<file path="src/rtl/legv8_branch_pkg.sv">
// Shared types and condition-code evaluation for the LEGv8 branch resolver.
package legv8_branch_pkg;

  typedef enum logic [1:0] {BR_B, BR_CBZ, BR_CBNZ, BR_BCOND} br_type_t;

  typedef enum logic [3:0] {
    EQ, NE, HS, LO, MI, PL, VS, VC, HI, LS, GE, LT, GT, LE, AL, NV
  } cond_t;

  localparam int FLAG_N = 3;
  localparam int FLAG_Z = 2;
  localparam int FLAG_C = 1;
  localparam int FLAG_V = 0;

  // Control fields of a request parked in the first stage
  typedef struct packed {
    br_type_t typ;
    cond_t    cond;
    logic     z;
  } s1_ctrl_t;

  function automatic logic cond_eval(cond_t c, logic [3:0] f);
    logic n, z, cf, v;
    n  = f[FLAG_N];
    z  = f[FLAG_Z];
    cf = f[FLAG_C];
    v  = f[FLAG_V];
    case (c)
      EQ: return z;
      NE: return !z;
      HS: return cf;
      LO: return !cf;
      MI: return n;
      PL: return !n;
      VS: return v;
      VC: return !v;
      HI: return cf && !z;
      LS: return !cf || z;
      GE: return n == v;
      LT: return n != v;
      GT: return !z && (n == v);
      LE: return z || (n != v);
      default: return 1'b1;  // AL and NV both always execute
    endcase
  endfunction

endpackage

</file>
<file path="src/rtl/zero_detect64.sv">
// Combinational zero detector: 16-bit NOR groups AND-combined.
module zero_detect64 #(
  parameter int WIDTH = 64
) (
  input  logic [WIDTH-1:0] data,
  output logic             zero
);

  localparam int NGRP = (WIDTH + 15) / 16;

  logic [NGRP*16-1:0] pad;
  logic [NGRP-1:0]    grp_z;

  // Upper pad bits stay zero so a partial top group still reports correctly
  always_comb begin
    pad            = '0;
    pad[WIDTH-1:0] = data;
  end

  for (genvar g = 0; g < NGRP; g++) begin : g_grp
    assign grp_z[g] = ~|pad[g*16 +: 16];
  end

  assign zero = &grp_z;

endmodule

</file>
<file path="src/rtl/branch_resolve_unit.sv">
// Two-stage branch resolver (B, CBZ, CBNZ, B.cond) that also owns the NZCV flags.
module branch_resolve_unit
  import legv8_branch_pkg::*;
#(
  parameter int WIDTH = 64
) (
  input  logic             clk,
  input  logic             reset_n,
  input  logic             flush,
  input  logic             flag_we,
  input  logic [3:0]       flag_in,
  output logic [3:0]       flags_out,
  input  logic             br_valid,
  output logic             br_ready,
  input  logic [1:0]       br_type,
  input  logic [3:0]       br_cond,
  input  logic [WIDTH-1:0] br_operand,
  input  logic [WIDTH-1:0] br_pc,
  input  logic [WIDTH-1:0] br_offset,
  output logic             res_valid,
  input  logic             res_ready,
  output logic             res_taken,
  output logic [WIDTH-1:0] res_target
);

  logic             s1_valid;
  s1_ctrl_t         s1_ctrl;
  logic [WIDTH-1:0] s1_pc;
  logic [WIDTH-1:0] s1_offset;

  logic       op_zero;
  logic       en;
  logic       acc;
  logic       adv;
  logic       taken_d;
  logic [3:0] fwd_flags;

  zero_detect64 #(.WIDTH(WIDTH)) u_zd (
    .data (br_operand),
    .zero (op_zero)
  );

  assign en        = !res_valid || res_ready;
  assign br_ready  = !s1_valid || en;
  assign acc       = br_valid && br_ready;
  assign adv       = s1_valid && en;
  // A flag write landing in the advance cycle is visible to B.cond immediately
  assign fwd_flags = flag_we ? flag_in : flags_out;

  always_comb begin
    taken_d = 1'b1;
    case (s1_ctrl.typ)
      BR_B:     taken_d = 1'b1;
      BR_CBZ:   taken_d = s1_ctrl.z;
      BR_CBNZ:  taken_d = !s1_ctrl.z;
      BR_BCOND: taken_d = cond_eval(s1_ctrl.cond, fwd_flags);
      default:  taken_d = 1'b1;
    endcase
  end

  always_ff @(posedge clk or negedge reset_n) begin
    if (!reset_n) flags_out <= '0;
    else if (flag_we) flags_out <= flag_in;
  end

  always_ff @(posedge clk or negedge reset_n) begin
    if (!reset_n) begin
      s1_valid  <= 1'b0;
      s1_ctrl   <= '{typ: BR_B, cond: EQ, z: 1'b0};
      s1_pc     <= '0;
      s1_offset <= '0;
    end else if (flush) begin
      s1_valid <= 1'b0;
    end else if (acc) begin
      s1_valid  <= 1'b1;
      s1_ctrl   <= '{typ: br_type_t'(br_type), cond: cond_t'(br_cond), z: op_zero};
      s1_pc     <= br_pc;
      s1_offset <= br_offset;
    end else if (adv) begin
      s1_valid <= 1'b0;
    end
  end

  always_ff @(posedge clk or negedge reset_n) begin
    if (!reset_n) begin
      res_valid  <= 1'b0;
      res_taken  <= 1'b0;
      res_target <= '0;
    end else if (flush) begin
      res_valid <= 1'b0;
    end else if (adv) begin
      res_valid  <= 1'b1;
      res_taken  <= taken_d;
      res_target <= s1_pc + s1_offset;
    end else if (res_ready) begin
      res_valid <= 1'b0;
    end
  end

endmodule

</file>
<file path="config.mk">
export PLATFORM = sky130hd
export DESIGN_NAME = branch_resolve_unit
export DESIGN_NICKNAME = d
export VERILOG_FILES = /design/src/rtl/legv8_branch_pkg.sv /design/src/rtl/zero_detect64.sv /design/src/rtl/branch_resolve_unit.sv
export SDC_FILE = /design/constraint.sdc
export NUM_CORES = 1
export LEC_CHECK = 0
export BUFFER_PORTS_ARGS = -buffer_cell sky130_fd_sc_hd__buf_4
export CORE_MARGIN = 1
export CORE_UTILIZATION = 50
export CTS_BUF_LIST = sky130_fd_sc_hd__clkbuf_8
export CTS_CLUSTER_DIAMETER = 40
export CTS_CLUSTER_SIZE = 10
export DETAILED_ROUTE_END_ITERATION = 12
export PLACE_DENSITY_LB_ADDON = 0.05
export SLEW_MARGIN = 40
export SYNTH_ARGS = -nofsm -noshare
export SYNTH_HDL_FRONTEND = slang
export SYNTH_SLANG_ARGS = --single-unit
export TNS_END_PERCENT = 20
</file>
<file path="constraint.sdc">
create_clock -name clk -period 5.5 [get_ports clk]
set_clock_uncertainty 0.15 [all_clocks]
set_input_delay 0.55 -clock clk [delete_from_list [all_inputs] [get_ports clk]]
set_output_delay 0.55 -clock clk [all_outputs]
set_load 0.03 [all_outputs]
</file>
After elaboration in Yosys (flattened, before gate mapping)
Index checks and enable logic that the tools add are counted.

word-level totals
  output and inout port bits = 71
  input bits = 208
  bits in registers = 206
  logic and storage cells = 69

operators by class
  reduce and logical (&&, ||, !) cells = 30
  muxes and demuxes = 9
  bitwise gates (word level) = 1
  add/subtract/negate cells = 1
  equal/unequal tests = 18

operator list
  operator                                                          count
  64-bit adder                                                      1
  16-bit OR reduction                                               4
  4-bit == test (second input constant)                             6
  4-bit by 3-bit == test with 1-bit output (second input constant)  4
  1-bit one-hot mux with 14 select lines                            1
  1-bit zero test                                                   11
  4-bit by 2-bit == test with 1-bit output (second input constant)  2
  1-bit 2-to-1 mux                                                  6
  3-bit nonzero test                                                2
  2-bit == test (second input constant)                             2
  4-bit by 1-bit == test with 1-bit output (second input constant)  1
  1-bit logical AND                                                 4
  4-bit zero test                                                   1
  1-bit logical OR                                                  4
  4-bit 2-to-1 mux                                                  1
  1-bit one-hot mux with 4 select lines                             1
  2-bit AND reduction                                               2
  4-bit AND reduction                                               1
  2-bit by 1-bit == test with 1-bit output (second input constant)  1
  2-bit zero test                                                   1
  1-bit == test                                                     1
  1-bit != test                                                     1
  1-bit NOT                                                         1

Logic depth before layout (Yosys ltp)
  word-level depth = 6
  gate-level depth with buffers = 11
  depth with buffers taken out = 11

Modules after synthesis
A second synthesis with hierarchy kept.

unflattened totals
  cell total of the unflattened synthesis = 1,137
  area, all modules = 11,673.7 um2

modules (own cells, without submodules)
  module               seq. area each (um2)  instances  cells an instance  area an instance (um2)
  branch_resolve_unit  5,154.9               1          1,116              11,529.8
  zero_detect64        0.0                   1          21                 143.9

Worst setup path after synthesis
No wires, ideal clock.

  path kind = register to register
  from = reg s1_pc[34]
  to = reg res_target[61]
  path buffers = 1
  arrival = 2.890 ns
  slack = 2.329 ns
  library setup time = 0.131 ns
  required time = 5.219 ns
  cell stages (with the launch flop) = 12
  clock period less this slack = 3.171 ns
  cell sequence = dfrtp_1 -> ha_1 -> buf_2 -> nand4_1 -> or4_1 -> or3_1 -> a211o_1 -> nand3_2 -> a211oi_2 -> or2_4 -> o2111a_1 -> or3_1

on the way
  longest elaborated chain between the ends = 1

ends and longest elaborated chain
  element                   RTL line                   source
  start: declaration        branch_resolve_unit.sv:28  logic [WIDTH-1:0] s1_pc;
  start signal: assignment  branch_resolve_unit.sv:77  s1_pc <= br_pc;
  64-bit adder              branch_resolve_unit.sv:94  res_target <= s1_pc + s1_offset;
  end signal: assignment    branch_resolve_unit.sv:94
  end: declaration          branch_resolve_unit.sv:23  output logic [WIDTH-1:0] res_target

Every way passes these cells.
A chain may end at the register's enable or synchronous reset.

Final worst setup path
  from = reg s1_pc[0]
  to = reg res_target[46]

The elaborated chain is that of the path after synthesis.

==> impl_metrics.json <==
{
  "ys_seq_area_share_pct": 44.66,
  "drive_gt1_share_pct": 35.41,
  "whs_path_depth": 2,
  "critical-path-max-stage-delay_ns": 0.57,
  "syn-num-nets": 1378,
  "synthesis.area_um2": 11540,
  "via_count": 9559,
  "p_leak_nw": 6.913,
  "muxShareOfSynthArea_pct": 13.71,
  "grt_max_degree": 98,
  "syn_avg_cell_area_um2": 10.44,
  "cts_buffers": 34,
  "postSynthCellCount": 1106,
  "yosysTopAreaCell": "dfrtp_1",
  "worstSetupStartpointType": "register",
  "cts_buffer_depth": 3,
  "cts_tree": "built",
  "worstRegToRegCells": 11,
  "place_hpwl_um": 22140,
  "n_antenna_cell": 0,
  "grt_first_pass_wirelength_um": 47330,
  "yosys-top-cells-count": "dfrtp_1, mux2_2, nand2_1, a21oi_1, o21ai_0",
  "fin_tns_setup_ns": 0,
  "syn2layout_area_growth_pct": 26.74,
  "firstDrtPassIters": 5,
  "drt_iter0_markers": 562,
  "vias_per_cell": 5.680,
  "power.density_nw_per_um2": 429.3,
  "synth-xor-area-share_pct": 3.642,
  "yosysWarnings": 0,
  "cts_sinks": 206,
  "ir_drop_v": 0.0003588,
  "ctsHoldBuffers": 1,
  "antenna_found_initial": 0,
  "drc": 0,
  "clk_pin_slew_ns": 0.07,
  "cts_setup_buffers": 0,
  "ios": 279,
  "required_ns": 5.75,
  "detail-route-antenna-nets": 0,
  "wire_per_inst_um": 17.60,
  "die_w_um": 153.9,
  "gr-usage-all-layers_pct": 24.79,
  "synth_edf_count": 0,
  "async_flop_share_pct": 100.0,
  "synth_top_area_share_pct": 44.66,
  "ys.flop_type": "dfrtp_1",
  "synth_cell_types": 66,
  "grt_pass1_vias": 9103,
  "period_needed_ns": 3.805,
  "postCtsResizedCells": 0,
  "dp_slack_ns": 1.731,
  "fmax_mhz": 262.8,
  "slowest_stage": "a21oi_1",
  "yosys.area_share.simple_pct": 11.79,
  "clk_latency_ns": 0.53,
  "maxCapViolCount": 0,
  "tightest_slew_ns": 0.6567,
  "r2r_end": "res_target[46]",
  "die-height_um": 153.9,
  "fp-row-count": 55,
  "synth_compound_area_share_pct": 16.82,
  "wl_um": 29630,
  "fill_cells": 1926,
  "grt-ovfl-total": 0,
  "crit_buf_inv": 0,
  "num-nets-final": 1647,
  "rrSetupSlack_ns": 1.70,
  "cts_root_buf": "clkbuf_8",
  "outcome": "completed",
  "holdPathEnd": "res_valid",
  "hp-class": "primary input to register",
  "worst_hold_startpoint": "flush",
  "yosysMostFrequentCell": "dfrtp_1",
  "cp_data_arrival_time_ns": 4.05,
  "criticalPathCategory": "register to register",
  "yosys.area_share.adder_pct": 7.002,
  "final-hold-violation-count": 0,
  "die_area_um2": 23700,
  "finalCritPeriodShare_pct": 69.17,
  "maxSlewHeadroom_pct": 55.66,
  "crit_path_frequent_cell": "a21oi_1",
  "synth-seq-cells": 206,
  "synth_top_family_by_area": "compound AO/OA/AOI/OAI gates",
  "timing.rr.start": "s1_pc[0]",
  "place.gp.congestion": 0.8734,
  "htree_levels": 2,
  "fin_ws_ns": 1.695,
  "end_kind": "register",
  "drv_slew": 0,
  "setup_viol": 0,
  "io_buffers": 278,
  "path_max_fanout": 9,
  "initial_core_util_pct": 50.99,
  "path_delay_family": "compound AO/OA/AOI/OAI gates",
  "core_um2": 22640,
  "path_cells": "ha_1 -> fa_1 -> a211oi_1 -> o21bai_1 -> o31ai_1 -> o21bai_2 -> a21oi_1 -> o41ai_2 -> a21oi_1 -> or4b_1 -> nand3_1",
  "synthTopCellsByArea": "dfrtp_1, mux2_2, ha_1",
  "grt_setup_unrepaired": "false"
}
==> power by group <==
part / internal, mW / switching, mW
logic: 1.12 / 1.60
clock network: 0.769 / 0.644
registers: 1.89 / 0.256
total: 3.78 / 2.50
==> layout make-up <==
| class | instances | area [um2] | area share [%] |
|---|---|---|---|
| timing repair buffer | 288 | 2225 | 15.21 |
| inverter | 16 | 60.06 | 0.4105 |
| multi-input combinational | 829 | 6122 | 41.85 |
| clock inverter | 19 | 161.4 | 1.103 |
| sequential | 206 | 5155 | 35.23 |
| clock buffer | 40 | 550.5 | 3.763 |
| tap | 285 | 356.6 | 2.437 |
==> cell families after synthesis <==
family          Yosys count
mux                     141
flops                   206
simple gates            271
compound gates          305
xor+xnor                 48
buf+inv                  71
fa+ha+maj                64
==> per-stage QoR <==
| step | power (mW) | std cells | instance area [um2] | hold WS [ns] | utilization, % |
|---|---|---|---|---|---|
| floorplan | 3.911 | 1106 | 11540 | 0.1044 | - |
| global placement | 4.838 | 1620 | 13830 | 0.3127 | 61.09 |
| detailed placement | 4.870 | 1620 | 13830 | 0.3196 | 61.09 |
| CTS | 6.322 | 1680 | 14550 | 0.03782 | 64.28 |
| global route | 6.677 | 1683 | 14630 | 0.05665 | 64.62 |
| finish | 6.281 | 1683 | 14630 | 0.06973 | 64.62 |
==> registers in the layout, indices dropped and copies added (netlist names) <==
name and count:
s1_ctrl 7, s1_pc 64, res_taken 1, s1_valid 1
res_target 64, s1_offset 64, flags_out 4, res_valid 1
==> worst max path at each step <==
stage,startpoint,endpoint,slack [ns],cells after the start
2_1_floorplan,s1_pc[34],res_target[61],2.33,11
3_3_place_gp,s1_pc[0],res_target[46],1.86,11
3_5_place_dp,s1_pc[0],res_target[42],1.73,11
4_1_cts,s1_pc[0],res_target[46],1.77,11
5_1_grt,s1_offset[0],res_target[50],1.43,11
6_report,s1_pc[0],res_target[46],1.70,11
==> worst reg2reg max path, stage by stage (launching register included) <==
cell and delay (ns):
dfrtp_1 0.38, ha_1 0.24, fa_1 0.43, a211oi_1 0.31, o21bai_1 0.21, o31ai_1 0.35, o21bai_2 0.14, a21oi_1 0.39
o41ai_2 0.21, a21oi_1 0.58, or4b_1 0.22, nand3_1 0.08
==> routing by layer <==
layer	GRT usage [%]	up-vias	share of wire, %
met1	36.25	4594	48
met2	37.99	292	45
met5	0	-	0
met3	4.115	40	5.4
li1	-	4633	-
met4	6.762	0	1.8
==> cell usage in the layout (no fill, tap or decap), types with 19 or more instances in the layout <==
cell,n
nor2_1,30
clkbuf_8,40
ha_1,63
a21o_1,49
xnor2_1,26
inv_1,20
nand3_1,21
dfrtp_1,206
mux2_2,137
buf_4,281
nand4_1,27
xor2_1,22
a21oi_1,85
nor4_1,19
nand2_1,107
o21ai_0,77
(Power assumes the default switching activity.)
